<file path="src/rtl/cdb_pkg.sv">
// Shared constants and types for the common data bus arbiter.
// Source indices are fixed: 0 = ALU, 1 = branch ALU, 2 = load/store buffer.
package cdb_pkg;
    localparam int NUM_SRC = 3;
    localparam int TAG_W   = 5;
    localparam int DATA_W  = 32;
    localparam int SRC_W   = (NUM_SRC > 1) ? $clog2(NUM_SRC) : 1;

    localparam logic [TAG_W-1:0] TAG_FREE = {TAG_W{1'b1}};

    localparam int SRC_ALU = 0;
    localparam int SRC_BR  = 1;
    localparam int SRC_LS  = 2;

    typedef logic [SRC_W-1:0] src_idx_t;

    typedef struct packed {
        logic [TAG_W-1:0]  tag;
        logic [DATA_W-1:0] data;
    } cdb_entry_t;

    // NUM_SRC need not be a power of two, so wrap by compare rather than mask.
    function automatic src_idx_t rr_next(input src_idx_t idx);
        return (idx == src_idx_t'(NUM_SRC - 1)) ? '0 : idx + 1'b1;
    endfunction
endpackage

</file>
<file path="src/rtl/cdb_if.sv">
// Producer-side handshake and CDB broadcast signals of the arbiter.
interface cdb_if
    import cdb_pkg::*;
();
    logic [NUM_SRC-1:0]        src_valid;
    logic [NUM_SRC-1:0]        src_ready;
    logic [NUM_SRC*TAG_W-1:0]  src_tag;
    logic [NUM_SRC*DATA_W-1:0] src_data;
    logic                      cdb_valid;
    logic [TAG_W-1:0]          cdb_tag;
    logic [DATA_W-1:0]         cdb_data;
    logic [SRC_W-1:0]          cdb_src;
    logic                      busy;

    modport master (
        output src_valid, src_tag, src_data,
        input  src_ready, cdb_valid, cdb_tag, cdb_data, cdb_src, busy
    );

    modport slave (
        input  src_valid, src_tag, src_data,
        output src_ready, cdb_valid, cdb_tag, cdb_data, cdb_src, busy
    );
endinterface

</file>
<file path="src/rtl/cdb_src_fifo.sv">
// Two-entry in-order (tag, data) holding FIFO for one result producer.
// The caller guarantees no push when full and no pop when empty.
module cdb_src_fifo
    import cdb_pkg::*;
(
    input  logic       clk,
    input  logic       rst,
    input  logic       flush,
    input  logic       push,
    input  logic       pop,
    input  cdb_entry_t push_entry,
    output cdb_entry_t head,
    output logic [1:0] count
);
    cdb_entry_t mem [2];
    logic       wr_ptr;
    logic       rd_ptr;

    always_ff @(posedge clk) begin
        if (rst || flush) begin
            wr_ptr <= 1'b0;
            rd_ptr <= 1'b0;
            count  <= 2'd0;
        end else begin
            if (push) wr_ptr <= ~wr_ptr;
            if (pop)  rd_ptr <= ~rd_ptr;
            unique case ({push, pop})
                2'b10:   count <= count + 2'd1;
                2'b01:   count <= count - 2'd1;
                default: count <= count;
            endcase
        end
    end

    // Storage needs no reset; only the pointers and count define validity.
    always_ff @(posedge clk) begin
        if (push && !rst && !flush) mem[wr_ptr] <= push_entry;
    end

    assign head = mem[rd_ptr];
endmodule

</file>
<file path="src/rtl/cdb_arbiter.sv">
// Round-robin arbiter broadcasting one buffered producer result per cycle
// on a registered common data bus, with mispredict flush.
module cdb_arbiter
    import cdb_pkg::*;
(
    input  logic clk,
    input  logic rst,
    input  logic flush,
    cdb_if.slave bus
);
    logic [NUM_SRC-1:0] push;
    logic [NUM_SRC-1:0] pop;
    logic [NUM_SRC-1:0] src_ready;
    logic [NUM_SRC-1:0] nonempty;
    logic [1:0]         count [NUM_SRC];
    cdb_entry_t         head  [NUM_SRC];

    logic               found;
    src_idx_t           winner;
    src_idx_t           idx;
    src_idx_t           rr_ptr;

    logic               cdb_valid_q;
    logic [TAG_W-1:0]   cdb_tag_q;
    logic [DATA_W-1:0]  cdb_data_q;
    src_idx_t           cdb_src_q;

    for (genvar g = 0; g < NUM_SRC; g++) begin : g_src
        logic [TAG_W-1:0] tag_in;
        assign tag_in       = bus.src_tag[g*TAG_W +: TAG_W];
        // Readiness looks only at the registered count: no pass-through when full.
        assign src_ready[g] = (count[g] < 2'd2) && !flush;
        // TAG_FREE results complete the handshake but are never queued.
        assign push[g]      = bus.src_valid[g] && src_ready[g] && (tag_in != TAG_FREE);
        assign pop[g]       = found && (winner == src_idx_t'(g));
        assign nonempty[g]  = (count[g] != 2'd0);

        cdb_src_fifo u_fifo (
            .clk        (clk),
            .rst        (rst),
            .flush      (flush),
            .push       (push[g]),
            .pop        (pop[g]),
            .push_entry ('{tag: tag_in, data: bus.src_data[g*DATA_W +: DATA_W]}),
            .head       (head[g]),
            .count      (count[g])
        );
    end

    always_comb begin
        found  = 1'b0;
        winner = rr_ptr;
        idx    = rr_ptr;
        for (int k = 0; k < NUM_SRC; k++) begin
            if (!found && nonempty[idx]) begin
                found  = 1'b1;
                winner = idx;
            end
            idx = rr_next(idx);
        end
    end

    always_ff @(posedge clk) begin
        if (rst) begin
            cdb_valid_q <= 1'b0;
            cdb_tag_q   <= TAG_FREE;
            cdb_data_q  <= '0;
            cdb_src_q   <= '0;
            rr_ptr      <= '0;
        end else if (flush) begin
            cdb_valid_q <= 1'b0;
            cdb_tag_q   <= TAG_FREE;
            cdb_data_q  <= '0;
            rr_ptr      <= '0;
        end else if (found) begin
            cdb_valid_q <= 1'b1;
            cdb_tag_q   <= head[winner].tag;
            cdb_data_q  <= head[winner].data;
            cdb_src_q   <= winner;
            rr_ptr      <= rr_next(winner);
        end else begin
            cdb_valid_q <= 1'b0;
            cdb_tag_q   <= TAG_FREE;
            cdb_data_q  <= '0;
        end
    end

    assign bus.src_ready = src_ready;
    assign bus.cdb_valid = cdb_valid_q;
    assign bus.cdb_tag   = cdb_tag_q;
    assign bus.cdb_data  = cdb_data_q;
    assign bus.cdb_src   = cdb_src_q;
    assign bus.busy      = (|nonempty) || cdb_valid_q;
endmodule

</file>
<file path="src/flat_wrapper.sv">
// flat-port wrapper written by rule: the top's interface ports become plain ports
module cdb_arbiter_flat import cdb_pkg::*;
  (clk, rst, flush, bus_src_valid, bus_src_tag, bus_src_data, bus_src_ready, bus_cdb_valid, bus_cdb_tag, bus_cdb_data, bus_cdb_src, bus_busy);
  cdb_if bus_i ();
  input  logic clk;
  input  logic rst;
  input  logic flush;
  input wire logic [$bits(bus_i.src_valid)-1:0] bus_src_valid;
  input wire logic [$bits(bus_i.src_tag)-1:0] bus_src_tag;
  input wire logic [$bits(bus_i.src_data)-1:0] bus_src_data;
  output wire logic [$bits(bus_i.src_ready)-1:0] bus_src_ready;
  output wire logic [$bits(bus_i.cdb_valid)-1:0] bus_cdb_valid;
  output wire logic [$bits(bus_i.cdb_tag)-1:0] bus_cdb_tag;
  output wire logic [$bits(bus_i.cdb_data)-1:0] bus_cdb_data;
  output wire logic [$bits(bus_i.cdb_src)-1:0] bus_cdb_src;
  output wire logic [$bits(bus_i.busy)-1:0] bus_busy;
  assign bus_i.src_valid = bus_src_valid;
  assign bus_i.src_tag = bus_src_tag;
  assign bus_i.src_data = bus_src_data;
  assign bus_src_ready = bus_i.src_ready;
  assign bus_cdb_valid = bus_i.cdb_valid;
  assign bus_cdb_tag = bus_i.cdb_tag;
  assign bus_cdb_data = bus_i.cdb_data;
  assign bus_cdb_src = bus_i.cdb_src;
  assign bus_busy = bus_i.busy;
  cdb_arbiter u_core (.clk(clk), .rst(rst), .flush(flush), .bus(bus_i));
endmodule
</file>
<file path="config.mk">
export PLATFORM = sky130hd
export DESIGN_NAME = cdb_arbiter_flat
export DESIGN_NICKNAME = d
export VERILOG_FILES = /design/src/rtl/cdb_pkg.sv /design/src/rtl/cdb_if.sv /design/src/rtl/cdb_src_fifo.sv /design/src/rtl/cdb_arbiter.sv /design/src/flat_wrapper.sv
export SDC_FILE = /design/constraint.sdc
export NUM_CORES = 1
export LEC_CHECK = 0
export BUFFER_PORTS_ARGS = -buffer_cell sky130_fd_sc_hd__clkbuf_2
export CORE_ASPECT_RATIO = 1.75
export CORE_MARGIN = 2
export CORE_UTILIZATION = 30
export CTS_CLUSTER_SIZE = 40
export DETAILED_ROUTE_END_ITERATION = 7
export PLACE_DENSITY = 0.49
export SLEW_MARGIN = 10
export SYNTH_ARGS = -nofsm -noshare
export SYNTH_HDL_FRONTEND = slang
export SYNTH_SLANG_ARGS = --single-unit
</file>
<file path="constraint.sdc">
create_clock -name clk -period 5.05 [get_ports clk]
set_clock_uncertainty 0.15 [all_clocks]
set_input_delay 0.505 -clock clk [delete_from_list [all_inputs] [get_ports clk]]
set_output_delay 0.505 -clock clk [all_outputs]
set_load 0.005 [all_outputs]
</file>
==> run_results.csv <==
group,metric,value,unit
setup_path,worstRegToRegCells,5,
power,finalPower,4.92,mW
final_layout,fill_cells,3453,
floorplanning,fp-row-count,93,
synth,synthTopCellsByArea,"edfxtp_1 59%, dfxtp_1 10%, mux2_2 6.3%",
route,drc,0,
power,ir_worst_vdd,0.000250,V
final_layout,nets,1105,
timing,max_freq,0.313,GHz
timing,whs,16.0,ps
clocking,root_buffer,"clkbuf_16",
synth,seq_area_frac_synth,69.5,%
final_layout,antenna_cells,0,
clocking,cts_buffers,27,
final_layout,final_cell_area,14200,µm²
synth,synth_ff_type,"edfxtp_1",
grt,grt_pass1_vias,7618,
setup_path,crit_required,5330,ps
timing,slew_headroom,21.2,%
synth,synthDistinctLibCells,54,
final_layout,drive_above_1_share,29.7,%
grt,overflow,0,
place,place.gp.congestion,0.850,
timing,final-setup-viol-count,0,
clocking,clock_sinks,279,
synth,synth-simple-area-share,6.82,%
run,cap_violations,0,
synth,synthCells,753,
synth,synth_commonest_cells,"222 x edfxtp_1, 63 x mux2_2, 57 x dfxtp_1",
synth,ys_warn_count,0,
place,dp_hpwl,21000,µm
floorplanning,die_y,260,µm
power,power_density,347,nW/µm²
power,p_leak,4.78,nW
timing,period_share,63.4,%
synth,syn_avg_cell_area,14.9,µm²
floorplanning,io-pin-count,161,
clocking,cts_tree,"built",
synth,synthXorXnorAreaFrac,0.935,%
synth,syn_area,11200,µm²
floorplanning,core,36900,µm²
clocking,cts_buffer_depth,3,
timing,worst_pin_slew,1170,ps
setup_path,arrival,3480,ps
timing,fin_crit,3200,ps
run_status,status,"finished, final reports clean",
synth,syn_nets,873,
clocking,clk_pin_slew,60,ps
timing,drv_slew,0,
synth,synthAdderAreaFrac,0.423,%
setup_path,cp_max_fo,24,
timing,rsz0062_at_grt,"no",
grt,grt_max_degree,38,
setup_path,startpoint_type,"flip-flop",
synth,ys_seq_elements,279,
grt,antenna_found_initial,0,
grt,grtUsageTotal,15.5,%
synth,async_flop_share,0,%
synth,synth_top_family_by_area,"multiplexers",
synth,yosysTopAreaCell,"edfxtp_1",
timing,finalHoldViolCount,0,
route,vias_per_cell,4.92,
route,drt_pass1_iterations,6,
final_layout,syn_to_final_growth,25.9,%
route,drt-initial-drc-count,523,
grt,grt_pass1_wl,45300,µm
floorplanning,die_x,150,µm
place,place_area,12600,µm²
synth,yosysMostFrequentCell,"edfxtp_1",
setup_path,end_kind,"flip-flop",
worst_hold_path,hold_class,"in -> reg",
place,place_ws,1850,ps
route,wire_per_inst,20.8,µm
route,wl,30800,µm
floorplanning,floorplan.initialDensity,30.5,%
timing,tns,0,ps
clocking,post-cts-setup-buffer-count,0,
synth,muxShareOfSynthArea,11.3,%
route,routed-via-count,7280,
synth,yosys.area.top_type_share,59.3,%
clocking,clk_latency,550,ps
synth,synth_compound_area_share,8.99,%
floorplanning,die-area,39100,µm²
worst_hold_path,holdPathStages,1,
final_layout,regArea,7810,µm²
synth,synth_edf_count,222,
clocking,htree_levels,1,
setup_path,crit_type,"reg -> reg",
place,port_buffers,160,
route,ant_nets,0,
timing,layout_setup_ws,1850,ps
final_layout,multi_input_area,3230,µm²
## cells by family (layout without fill, tap and decap cells)
| logic type | Yosys count | after routing |
|---|---|---|
| flip-flops | 279 | 279 |
| AND/OR/NAND/NOR | 153 | 153 |
| AO/OA/AOI/OAI | 135 | 135 |
| multiplexers | 119 | 119 |
| buffers and inverters | 51 | 303 |
| XOR/XNOR | 12 | 12 |
| adder cells (fa/ha/maj) | 4 | 4 |
## report_power, final
group / switching [mW] / internal [mW]
clock network: 0.852 / 1.08
logic: 0.233 / 0.187
registers: 0.0349 / 2.53
total: 1.12 / 3.80
## through the flow
step           cells  utilization (%)
2_1_floorplan    753                -
3_3_place_gp    1358             34.1
3_5_place_dp    1358             34.1
4_1_cts         1480             38.4
5_1_grt         1480             38.4
6_report        1480             38.4
## path summary, 6_finish.rpt
path,from,endpoint,slack [ps]
setup / recovery,u_core.rr_ptr[0]$_SDFFE_PP0N_,u_core.bus.cdb_data[21]$_SDFF_PP0_,1850
hold / removal,bus_src_data[55],u_core.g_src[1].u_fifo.mem[1][23]$_DFFE_PP_,20
setup reg to reg,u_core.rr_ptr[0]$_SDFFE_PP0N_,u_core.bus.cdb_data[21]$_SDFF_PP0_,1850
hold reg to reg,u_core.bus.cdb_src[0]$_SDFFE_PP0P_,u_core.bus.cdb_src[0]$_SDFFE_PP0P_,330
## metal layers
| layer | wire, µm | track usage (%) | vias to the layer above |
|---|---|---|---|
| met4 | 1100 | 6.24 | 0 |
| li1 | - | - | 3426 |
| met2 | 17100 | 29.9 | 221 |
| met5 | 0 | 0 | - |
| met1 | 11200 | 16.7 | 3587 |
| met3 | 1350 | 2.19 | 46 |
## sequential cells by signal, indices dropped and copies added (netlist names), named ones only
name / count
u_core.bus.cdb_data: 32
u_core.bus.cdb_src: 2
u_core.bus.cdb_tag: 5
u_core.bus.cdb_valid: 1
u_core.g_src.u_fifo.count: 6
u_core.g_src.u_fifo.mem: 222
u_core.g_src.u_fifo.rd_ptr: 3
u_core.g_src.u_fifo.wr_ptr: 3
u_core.rr_ptr: 2
## repair_timing
item                                    CTS  global route
hold buffers                             73             0
hold endpoints to repair                144             0
resized for setup                         0             0
endpoints found under the setup margin    0             0
## critical path: stages (launching register included)
cell       delay, ps
dfxtp_1          870
nand2b_1         420
a21oi_1           90
nor3_1           920
a2111oi_0        270
a311oi_1         360
## cell usage in the layout, fill, tap and decap left out, types with 9 or more instances in the layout
cell type,netlist,routed
dfxtp_1,57,54
clkbuf_16,0,27
a21oi_1,25,25
o21ai_0,19,19
dlygate4sd3_1,0,73
mux2_2,63,63
o211ai_1,9,9
o221ai_1,19,19
or3_1,18,18
nand3_1,18,18
nand2_1,30,30
edfxtp_1,222,222
nor3_1,21,17
clkbuf_2,0,160
nor2_1,31,30
buf_4,0,17
mux2i_1,56,56
## final cells by class
cell class | instances | share of cell area, %
sequential | 279 | 55.2
multi-input combinational | 423 | 22.8
timing repair buffer | 250 | 11.7
clock buffer | 36 | 5.23
tap | 475 | 4.20
clock inverter | 13 | 0.698
inverter | 4 | 0.106
No activity file was read; power rests on OpenSTA's default activity.
